**src/rtl/morse_tx_sequencer_if.sv**
```systemverilog
// Handshake bundle between the SW/KEY front end and the Morse sequencer.
// The master drives the start pulse and the latched pattern. The slave returns the LED and status.
interface morse_tx_sequencer_if;
    logic       start;
    logic [3:0] letter;
    logic [2:0] length;
    logic       led;
    logic       busy;
    logic       done;

    modport master (
        output start, letter, length,
        input  led, busy, done
    );

    modport slave (
        input  start, letter, length,
        output led, busy, done
    );
endinterface

```
**src/rtl/morse_tx_sequencer.sv**
```systemverilog
// Morse transmit sequencer.
// Plays a latched letter pattern (bit 0 first, 1 = dash, 0 = dot) on one LED.
// Every element, including the last one, is followed by an off gap.
// A single-cycle done pulse marks the end of the letter.
//
// state  | meaning
// -------+-----------------------------------------------------------
// S_IDLE | waiting for start; led off, busy low
// S_ON   | LED on for the current element, cyc counting down
// S_GAP  | LED off after an element, cyc counting down
// S_DONE | one-cycle done pulse, then back to S_IDLE
module morse_tx_sequencer #(
    parameter int HALF_SEC_COUNT = 25000000,
    parameter int DOT_UNITS      = 1,
    parameter int DASH_UNITS     = 3,
    parameter int GAP_UNITS      = 1
) (
    input  logic                 CLOCK_50,
    input  logic                 reset,
    morse_tx_sequencer_if.slave  bus
);

    localparam int DOT_TICKS  = DOT_UNITS  * HALF_SEC_COUNT;
    localparam int DASH_TICKS = DASH_UNITS * HALF_SEC_COUNT;
    localparam int GAP_TICKS  = GAP_UNITS  * HALF_SEC_COUNT;
    localparam int MAX_DG     = (DASH_TICKS > GAP_TICKS) ? DASH_TICKS : GAP_TICKS;
    localparam int CYC_MAX    = (MAX_DG > DOT_TICKS) ? MAX_DG : DOT_TICKS;
    localparam int CYC_W      = (CYC_MAX > 1) ? $clog2(CYC_MAX) : 1;

    // The counter is loaded with duration-1 so that a phase lasts exactly "duration" cycles.
    localparam logic [CYC_W-1:0] DOT_LOAD  = CYC_W'(DOT_TICKS - 1);
    localparam logic [CYC_W-1:0] DASH_LOAD = CYC_W'(DASH_TICKS - 1);
    localparam logic [CYC_W-1:0] GAP_LOAD  = CYC_W'(GAP_TICKS - 1);

    typedef enum logic [1:0] {
        S_IDLE = 2'd0,
        S_ON   = 2'd1,
        S_GAP  = 2'd2,
        S_DONE = 2'd3
    } state_t;

    state_t           state_q, state_d;
    logic [3:0]       sr_q, sr_d;
    logic [2:0]       rem_q, rem_d;
    logic [CYC_W-1:0] cyc_q, cyc_d;
    logic             led_q, led_d;
    logic             busy_q, busy_d;
    logic             done_q, done_d;

    function automatic logic [CYC_W-1:0] on_load(input logic is_dash);
        return is_dash ? DASH_LOAD : DOT_LOAD;
    endfunction

    // Next-state, datapath and output decode; outputs are decoded from the next state so they leave as flops.
    always_comb begin
        state_d = state_q;
        sr_d    = sr_q;
        rem_d   = rem_q;
        cyc_d   = cyc_q;
        case (state_q)
            S_IDLE: begin
                if (bus.start) begin
                    if (bus.length != 3'd0) begin
                        sr_d    = bus.letter;
                        rem_d   = (bus.length > 3'd4) ? 3'd4 : bus.length;
                        cyc_d   = on_load(bus.letter[0]);
                        state_d = S_ON;
                    end else begin
                        state_d = S_DONE;
                    end
                end
            end
            S_ON: begin
                if (cyc_q == '0) begin
                    state_d = S_GAP;
                    cyc_d   = GAP_LOAD;
                    sr_d    = {1'b0, sr_q[3:1]};
                    rem_d   = rem_q - 3'd1;
                end else begin
                    cyc_d = cyc_q - CYC_W'(1);
                end
            end
            S_GAP: begin
                if (cyc_q == '0) begin
                    if (rem_q != 3'd0) begin
                        state_d = S_ON;
                        cyc_d   = on_load(sr_q[0]);
                    end else begin
                        state_d = S_DONE;
                    end
                end else begin
                    cyc_d = cyc_q - CYC_W'(1);
                end
            end
            S_DONE: begin
                state_d = S_IDLE;
            end
            default: begin
                state_d = S_IDLE;
            end
        endcase
        led_d  = (state_d == S_ON);
        busy_d = (state_d != S_IDLE);
        done_d = (state_d == S_DONE);
    end

    // State, datapath and output registers; reset aborts any letter in flight without a done pulse.
    always_ff @(posedge CLOCK_50) begin
        if (reset) begin
            state_q <= S_IDLE;
            sr_q    <= '0;
            rem_q   <= '0;
            cyc_q   <= '0;
            led_q   <= 1'b0;
            busy_q  <= 1'b0;
            done_q  <= 1'b0;
        end else begin
            state_q <= state_d;
            sr_q    <= sr_d;
            rem_q   <= rem_d;
            cyc_q   <= cyc_d;
            led_q   <= led_d;
            busy_q  <= busy_d;
            done_q  <= done_d;
        end
    end

    assign bus.led  = led_q;
    assign bus.busy = busy_q;
    assign bus.done = done_q;

endmodule

```
**src/flat_wrapper.sv**
```systemverilog
// flat-port wrapper written by rule: the top's interface ports become plain ports
module morse_tx_sequencer_flat 
#(
    parameter int HALF_SEC_COUNT = 25000000,
    parameter int DOT_UNITS      = 1,
    parameter int DASH_UNITS     = 3,
    parameter int GAP_UNITS      = 1
)
  (CLOCK_50, reset, bus_start, bus_letter, bus_length, bus_led, bus_busy, bus_done);
  morse_tx_sequencer_if bus_i ();
  input  logic CLOCK_50;
  input  logic reset;
  input wire logic [$bits(bus_i.start)-1:0] bus_start;
  input wire logic [$bits(bus_i.letter)-1:0] bus_letter;
  input wire logic [$bits(bus_i.length)-1:0] bus_length;
  output wire logic [$bits(bus_i.led)-1:0] bus_led;
  output wire logic [$bits(bus_i.busy)-1:0] bus_busy;
  output wire logic [$bits(bus_i.done)-1:0] bus_done;
  assign bus_i.start = bus_start;
  assign bus_i.letter = bus_letter;
  assign bus_i.length = bus_length;
  assign bus_led = bus_i.led;
  assign bus_busy = bus_i.busy;
  assign bus_done = bus_i.done;
  morse_tx_sequencer #(.HALF_SEC_COUNT(HALF_SEC_COUNT), .DOT_UNITS(DOT_UNITS), .DASH_UNITS(DASH_UNITS), .GAP_UNITS(GAP_UNITS)) u_core (.CLOCK_50(CLOCK_50), .reset(reset), .bus(bus_i));
endmodule
```
**config.mk**
```make
export PLATFORM = sky130hd
export DESIGN_NAME = morse_tx_sequencer_flat
export DESIGN_NICKNAME = d
export VERILOG_FILES = /design/src/rtl/morse_tx_sequencer_if.sv /design/src/rtl/morse_tx_sequencer.sv /design/src/flat_wrapper.sv
export SDC_FILE = /design/constraint.sdc
export NUM_CORES = 1
export LEC_CHECK = 0
export ABC_AREA = 1
export BUFFER_PORTS_ARGS = -buffer_cell sky130_fd_sc_hd__buf_2
export CORE_MARGIN = 5
export CORE_UTILIZATION = 50
export DETAILED_ROUTE_END_ITERATION = 8
export GPL_TIMING_DRIVEN = 0
export PLACE_DENSITY = 0.7
export SLEW_MARGIN = 20
export SYNTH_ARGS = -nofsm -noshare
export SYNTH_HDL_FRONTEND = slang
export SYNTH_SLANG_ARGS = --single-unit
```
**constraint.sdc**
```tcl
create_clock -name CLOCK_50 -period 1.6 [get_ports CLOCK_50]
set_input_delay 0.32 -clock CLOCK_50 [delete_from_list [all_inputs] [get_ports CLOCK_50]]
set_output_delay 0.32 -clock CLOCK_50 [all_outputs]
set_load 0.1 [all_outputs]
```
Word-level counts from Yosys, hierarchy flattened
Cells that the tools add are included.

word-level totals
  register bits after elaboration = 39
  output and inout port bits = 3
  logic and storage cells = 51

cells by class
  add/subtract/negate cells = 2
  order comparisons = 1
  equal/unequal tests = 9
  muxes and demuxes = 23
  reductions and logical operators = 9

operator list
  cell                                                                     number
  27-bit 2-to-1 mux                                                        7
  27-bit case mux with 3 select lines                                      1
  27-bit zero test                                                         1
  27-bit by 1-bit subtractor with 27-bit output, second input constant     1
  3-bit 2-to-1 mux                                                         4
  4-bit 2-to-1 mux                                                         3
  2-bit 2-to-1 mux                                                         5
  3-bit nonzero test                                                       3
  2-bit case mux with 4 select lines                                       1
  4-bit case mux with 2 select lines                                       1
  4-bit AND reduction                                                      2
  2-bit == test, second input constant                                     3
  3-bit case mux with 2 select lines                                       1
  2-bit by 1-bit == test with 1-bit output, second input constant          2
  2-bit by 1-bit inequality test with 1-bit output, second input constant  2
  2-bit nonzero test                                                       2
  3-bit > comparator, second input constant                                1
  3-bit inequality test, second input constant                             1
  3-bit by 1-bit subtractor with 3-bit output, second input constant       1
  2-bit zero test                                                          1
  2-bit inequality test, second input constant                             1

Longest topological paths before layout
  word-level depth = 5
  mapped depth = 13

Worst setup path before layout
No wires, ideal clock.

  path type = register -> register
  start point = register u_core.state_q[0]
  end point = register u_core.cyc_q[13]
  library setup time = 122 ps
  arrival = 1,547 ps
  setup slack = -69 ps
  stages on the path, launching flop included = 10
  buffers on the path = 1
  period minus slack after synthesis = 1,669 ps
  cell sequence = dfxtp_1 > inv_1 > ha_1 > inv_1 > a21oi_1 > nor2_2 > nand2_4 > nor2_2 > buf_6 > a21oi_2

between the ends
  cells in the longest elaborated chain, start to end = 3
  elaborated cells on any way between the ends = 9

ends and longest elaborated chain
  element                                                         RTL line                   text
  from (decl)                                                     morse_tx_sequencer.sv:42   state_t state_q, state_d;
  from (signal assigned)                                          morse_tx_sequencer.sv:118  state_q <= state_d;
  2-bit == test (tied with other cells)                           morse_tx_sequencer.sv:60   case (state_q)
  3-bit inequality test (no source line) (tied with other cells)  --
  4-bit AND reduction (no source line)                            --
  to (signal assigned)                                            morse_tx_sequencer.sv:121  cyc_q <= cyc_d;
  to (decl)                                                       morse_tx_sequencer.sv:45   logic [CYC_W-1:0] cyc_q, cyc_d;

Several ways; a longest one is shown, not always the timed one.
A chain may end at the register's enable or synchronous reset.

Worst setup path in the final report
  start point = register u_core.cyc_q[8]
  end point = register u_core.cyc_q[26]

between the ends
  cells in the longest elaborated chain, start to end = 3
  elaborated cells on any way between the ends = 7

ends and longest elaborated chain
  element                                                                                   RTL line                  text
  27-bit by 1-bit subtractor with 27-bit output / 27-bit zero test (equally long branches)  --
  27-bit 2-to-1 mux (tied with other cells)                                                 morse_tx_sequencer.sv:84  if (cyc_q == '0) begin
  27-bit case mux with 3 select lines / 4-bit AND reduction (equally long branches)         --

Several ways; a longest one is shown, not always the timed one.

==> impl_metrics.toml <==
[power_and_ir_drop]
combPwrFrac_pct = 51.2
powerDensity_nw_per_um2 = 1200
p_sw_w = 0.00193
switching_share_pct = 43.4
clockPowerShare_pct = 20.2
intPower_w = 0.00252
p_leak_nw = 1.78
seq_power_share_pct = 28.6
p_total_w = 0.00445
vdd_drop_max_mv = 0.686

[synthesis]
synth_area_leaders = "dfxtp_1 (29%), nand2_1 (19%), nor2_1 (8.6%), inv_1 (7.7%), nand3_1 (5.0%)"
synthArstFlopShare_pct = 0
synth_top_area_cell = "dfxtp_1"
yosysSeqAreaShare_pct = 29.2
avgSynthCellArea_um2 = 6.23
synth_cell_type_count = 30
synth_warnings = 0
synth_edf_count = 0
synth_top_area_share_pct = 29.2
syn-num-nets = 448
synth-main-ff-cell = "dfxtp_1"
synth-seq-cells = 39
synthCells = 430
synthesis.area_um2 = 2680

[placed_design]
portBuffers = 12
preCtsSetupSlack_ns = -0.368
place_hpwl_um = 5090
gp_congestion = 0.981

[floorplan]
die_height_um = 83.2
dieArea_um2 = 6920
row_count = 26
ioPinCount = 13
initial_utilization_pct = 52.1
die_w_um = 83.2
fp.coreArea_um2 = 5140

[hold_path]
worst_hold_path_type = "in -> reg"
hp-start = "reset"

[clock_network]
clock_path_buffers = 2
htree_levels = 2
clk_latency_ns = 0.31
root_buffer = "clkbuf_8"
cts_sinks = 39
cts_tree = "built"
hold_buffers = 0
cts_buffers = 5
clk_pin_slew_ns = 0.09

[route]
dr.pass1.iters = 5
drt_wl_total_um = 8450
route.detailed.drc = 0
drt_iter0_drc = 412
vias = 3018
routedWlPerCell_um = 15.1
ant_nets = 0
vias_per_cell = 5.41

[critical_path]
crit_path_start = "u_core.cyc_q[8]"
crit_chain = "nor2_2 > nand2_2 > nor2_8 > nand4_4 > nand2_8 > buf_12 > buf_16 > nand2_2 > nand2_1 > a21oi_2"
crit_type = "reg -> reg"
cp_data_required_time_ns = 1.80
crit_path_end_kind = "register"
crit_arrival_ns = 2.02
ff2ff_path_depth = 10
startpoint_type = "register"
cpPeakStageDelay_ns = 0.39
reg2reg_to = "u_core.cyc_q[26]"
cp_max_fo = 5
rrSetupSlack_ns = -0.22
r2r_start = "u_core.cyc_q[8]"
crit_top_cell = "nand2_2"
cpMaxStageDelayCell = "dfxtp_1"
crit_end = "u_core.cyc_q[26]"

[final_layout]
final_nets = 505
post-route-util_pct = 72.1
diodes = 0
layout_common_cells = "nand2_1 (110), nor2_1 (48), inv_1 (46)"
syn2layout_area_growth_pct = 38.4
drive_gt1_share_pct = 36.3
final_common_cell = "nand2_1"

[global_routing]
met2_usage_pct = 34.9
grt.total_usage_pct = 21.9
grt_overflow = 0
grt_use_met3_pct = 5.35
grtUsageMet1_pct = 29.0
grt_max_degree = 13
grt_pass1_vias = 2672
grt_pass1_wl_um = 12400
busiest_layer = "met2"
antenna_found_initial = 0

[status]
violations = "setup timing"
status = "finished, violations left"

[sta]
rsz0062_at_grt = "true"
period_share_pct = 114
slew_headroom_pct = 55.8
finClkSkew_ns = 0.0168
hold_viol = 0
clock.fmax_ghz = 0.550
finalSetupViolCount = 38
timing.final.max_slew_violations = 0
hold_ws_ns = 0.228
tightest_slew_ns = 0.663
setup_ws_ns = -0.219
min_period_ns = 1.82

[run]
max_cap_violations = 0
-- kinds of logic (layout without fill, tap and decap cells) --
logic type | Yosys count | after routing | share of synthesized area, %
AOI/OAI and AO/OA | 56 | 56 | 12.5
adders and majority gates | 8 | 8 | 3.74
DFF | 39 | 39 | 29.2
xor gates and xnor gates | 4 | 4 | 1.31
buffers and inverters | 65 | 123 | 9.91
and+or+nand+nor | 258 | 258 | 43.4
-- worst min path at each step --
stage                 endpoint  slack [ns]  depth (start not counted)
5_1_grt        u_core.cyc_q[7]        0.24                          2
4_1_cts        u_core.cyc_q[7]        0.23                          2
6_report        u_core.sr_q[3]        0.23                          2
3_5_place_dp    u_core.sr_q[3]        0.46                          2
2_1_floorplan  u_core.cyc_q[7]        0.38                          1
3_3_place_gp    u_core.sr_q[3]        0.45                          2
-- cell usage after synthesis, types with 2 or more instances --
cell,count
nand2_1,137
nor2_1,61
inv_1,55
dfxtp_1,39
nand3_1,27
a21oi_1,20
o21ai_0,19
a21oi_2,12
nor2_2,10
nand4_1,9
ha_1,8
nand2_2,6
clkbuf_1,3
nor2_8,3
xor2_1,3
buf_2,2
buf_6,2
clkinv_1,2
-- critical path: cells and delay by family (launching register included) --
kind	cells	cell delay [ns]
flops	1	0.39
buf+inv	2	0.26
compound gates	1	0.05
simple gates	7	0.98
-- sequential cells by signal, summed over array words and instances (netlist names) --
signal,flops
u_core.bus.done,1
u_core.sr_q,4
u_core.bus.led,1
u_core.rem_q,3
u_core.bus.busy,1
u_core.cyc_q,27
u_core.state_q,2
-- final cells by class --
type | count | area, um^2
plain buffers | 8 | 78.8
clock buffers | 6 | 82.6
well taps | 70 | 87.6
inverters | 57 | 224
flip-flops and latches | 39 | 787
fillers | 421 | 1430
repair buffers | 50 | 454
multi-input cells | 326 | 1960
clock inverters | 2 | 35.0
-- repair_timing --
action                     4_1_cts  5_1_grt
setup buffers                   20       15
resized for setup               56       59
setup endpoints to repair       39       39
cloned                           2        1
pin swaps                       14       17
-- power groups by stage --
stage	clock network, W	registers, W	logic, W
after floorplan	0	0.00132	0.00116
after global placement	0	0.00127	0.00152
after detailed placement	0	0.00128	0.00153
after CTS	0.000884	0.00125	0.00187
after global routing	0.000941	0.00129	0.00246
final	0.000897	0.00127	0.00228
-- per-layer routing --
| metal | wire (um) | vias up | part of all wire (%) |
|---|---|---|---|
| li1 | - | 1470 | - |
| met1 | 3610 | 1401 | 43 |
| met2 | 4040 | 127 | 48 |
| met3 | 627 | 20 | 7.4 |
| met4 | 170 | 0 | 2.0 |
| met5 | 0 | - | 0 |
-- stage by stage --
step / instances / instance area (um^2) / setup TNS [ns]
after floorplan: 430 / 2710 / -0.0812
after global placement: 512 / 2860 / -9.08
after detailed placement: 512 / 2860 / -9.14
after CTS: 542 / 3370 / -2.81
after global routing: 558 / 3710 / -7.23
final: 558 / 3710 / -4.73
(Power assumes the default switching activity.)
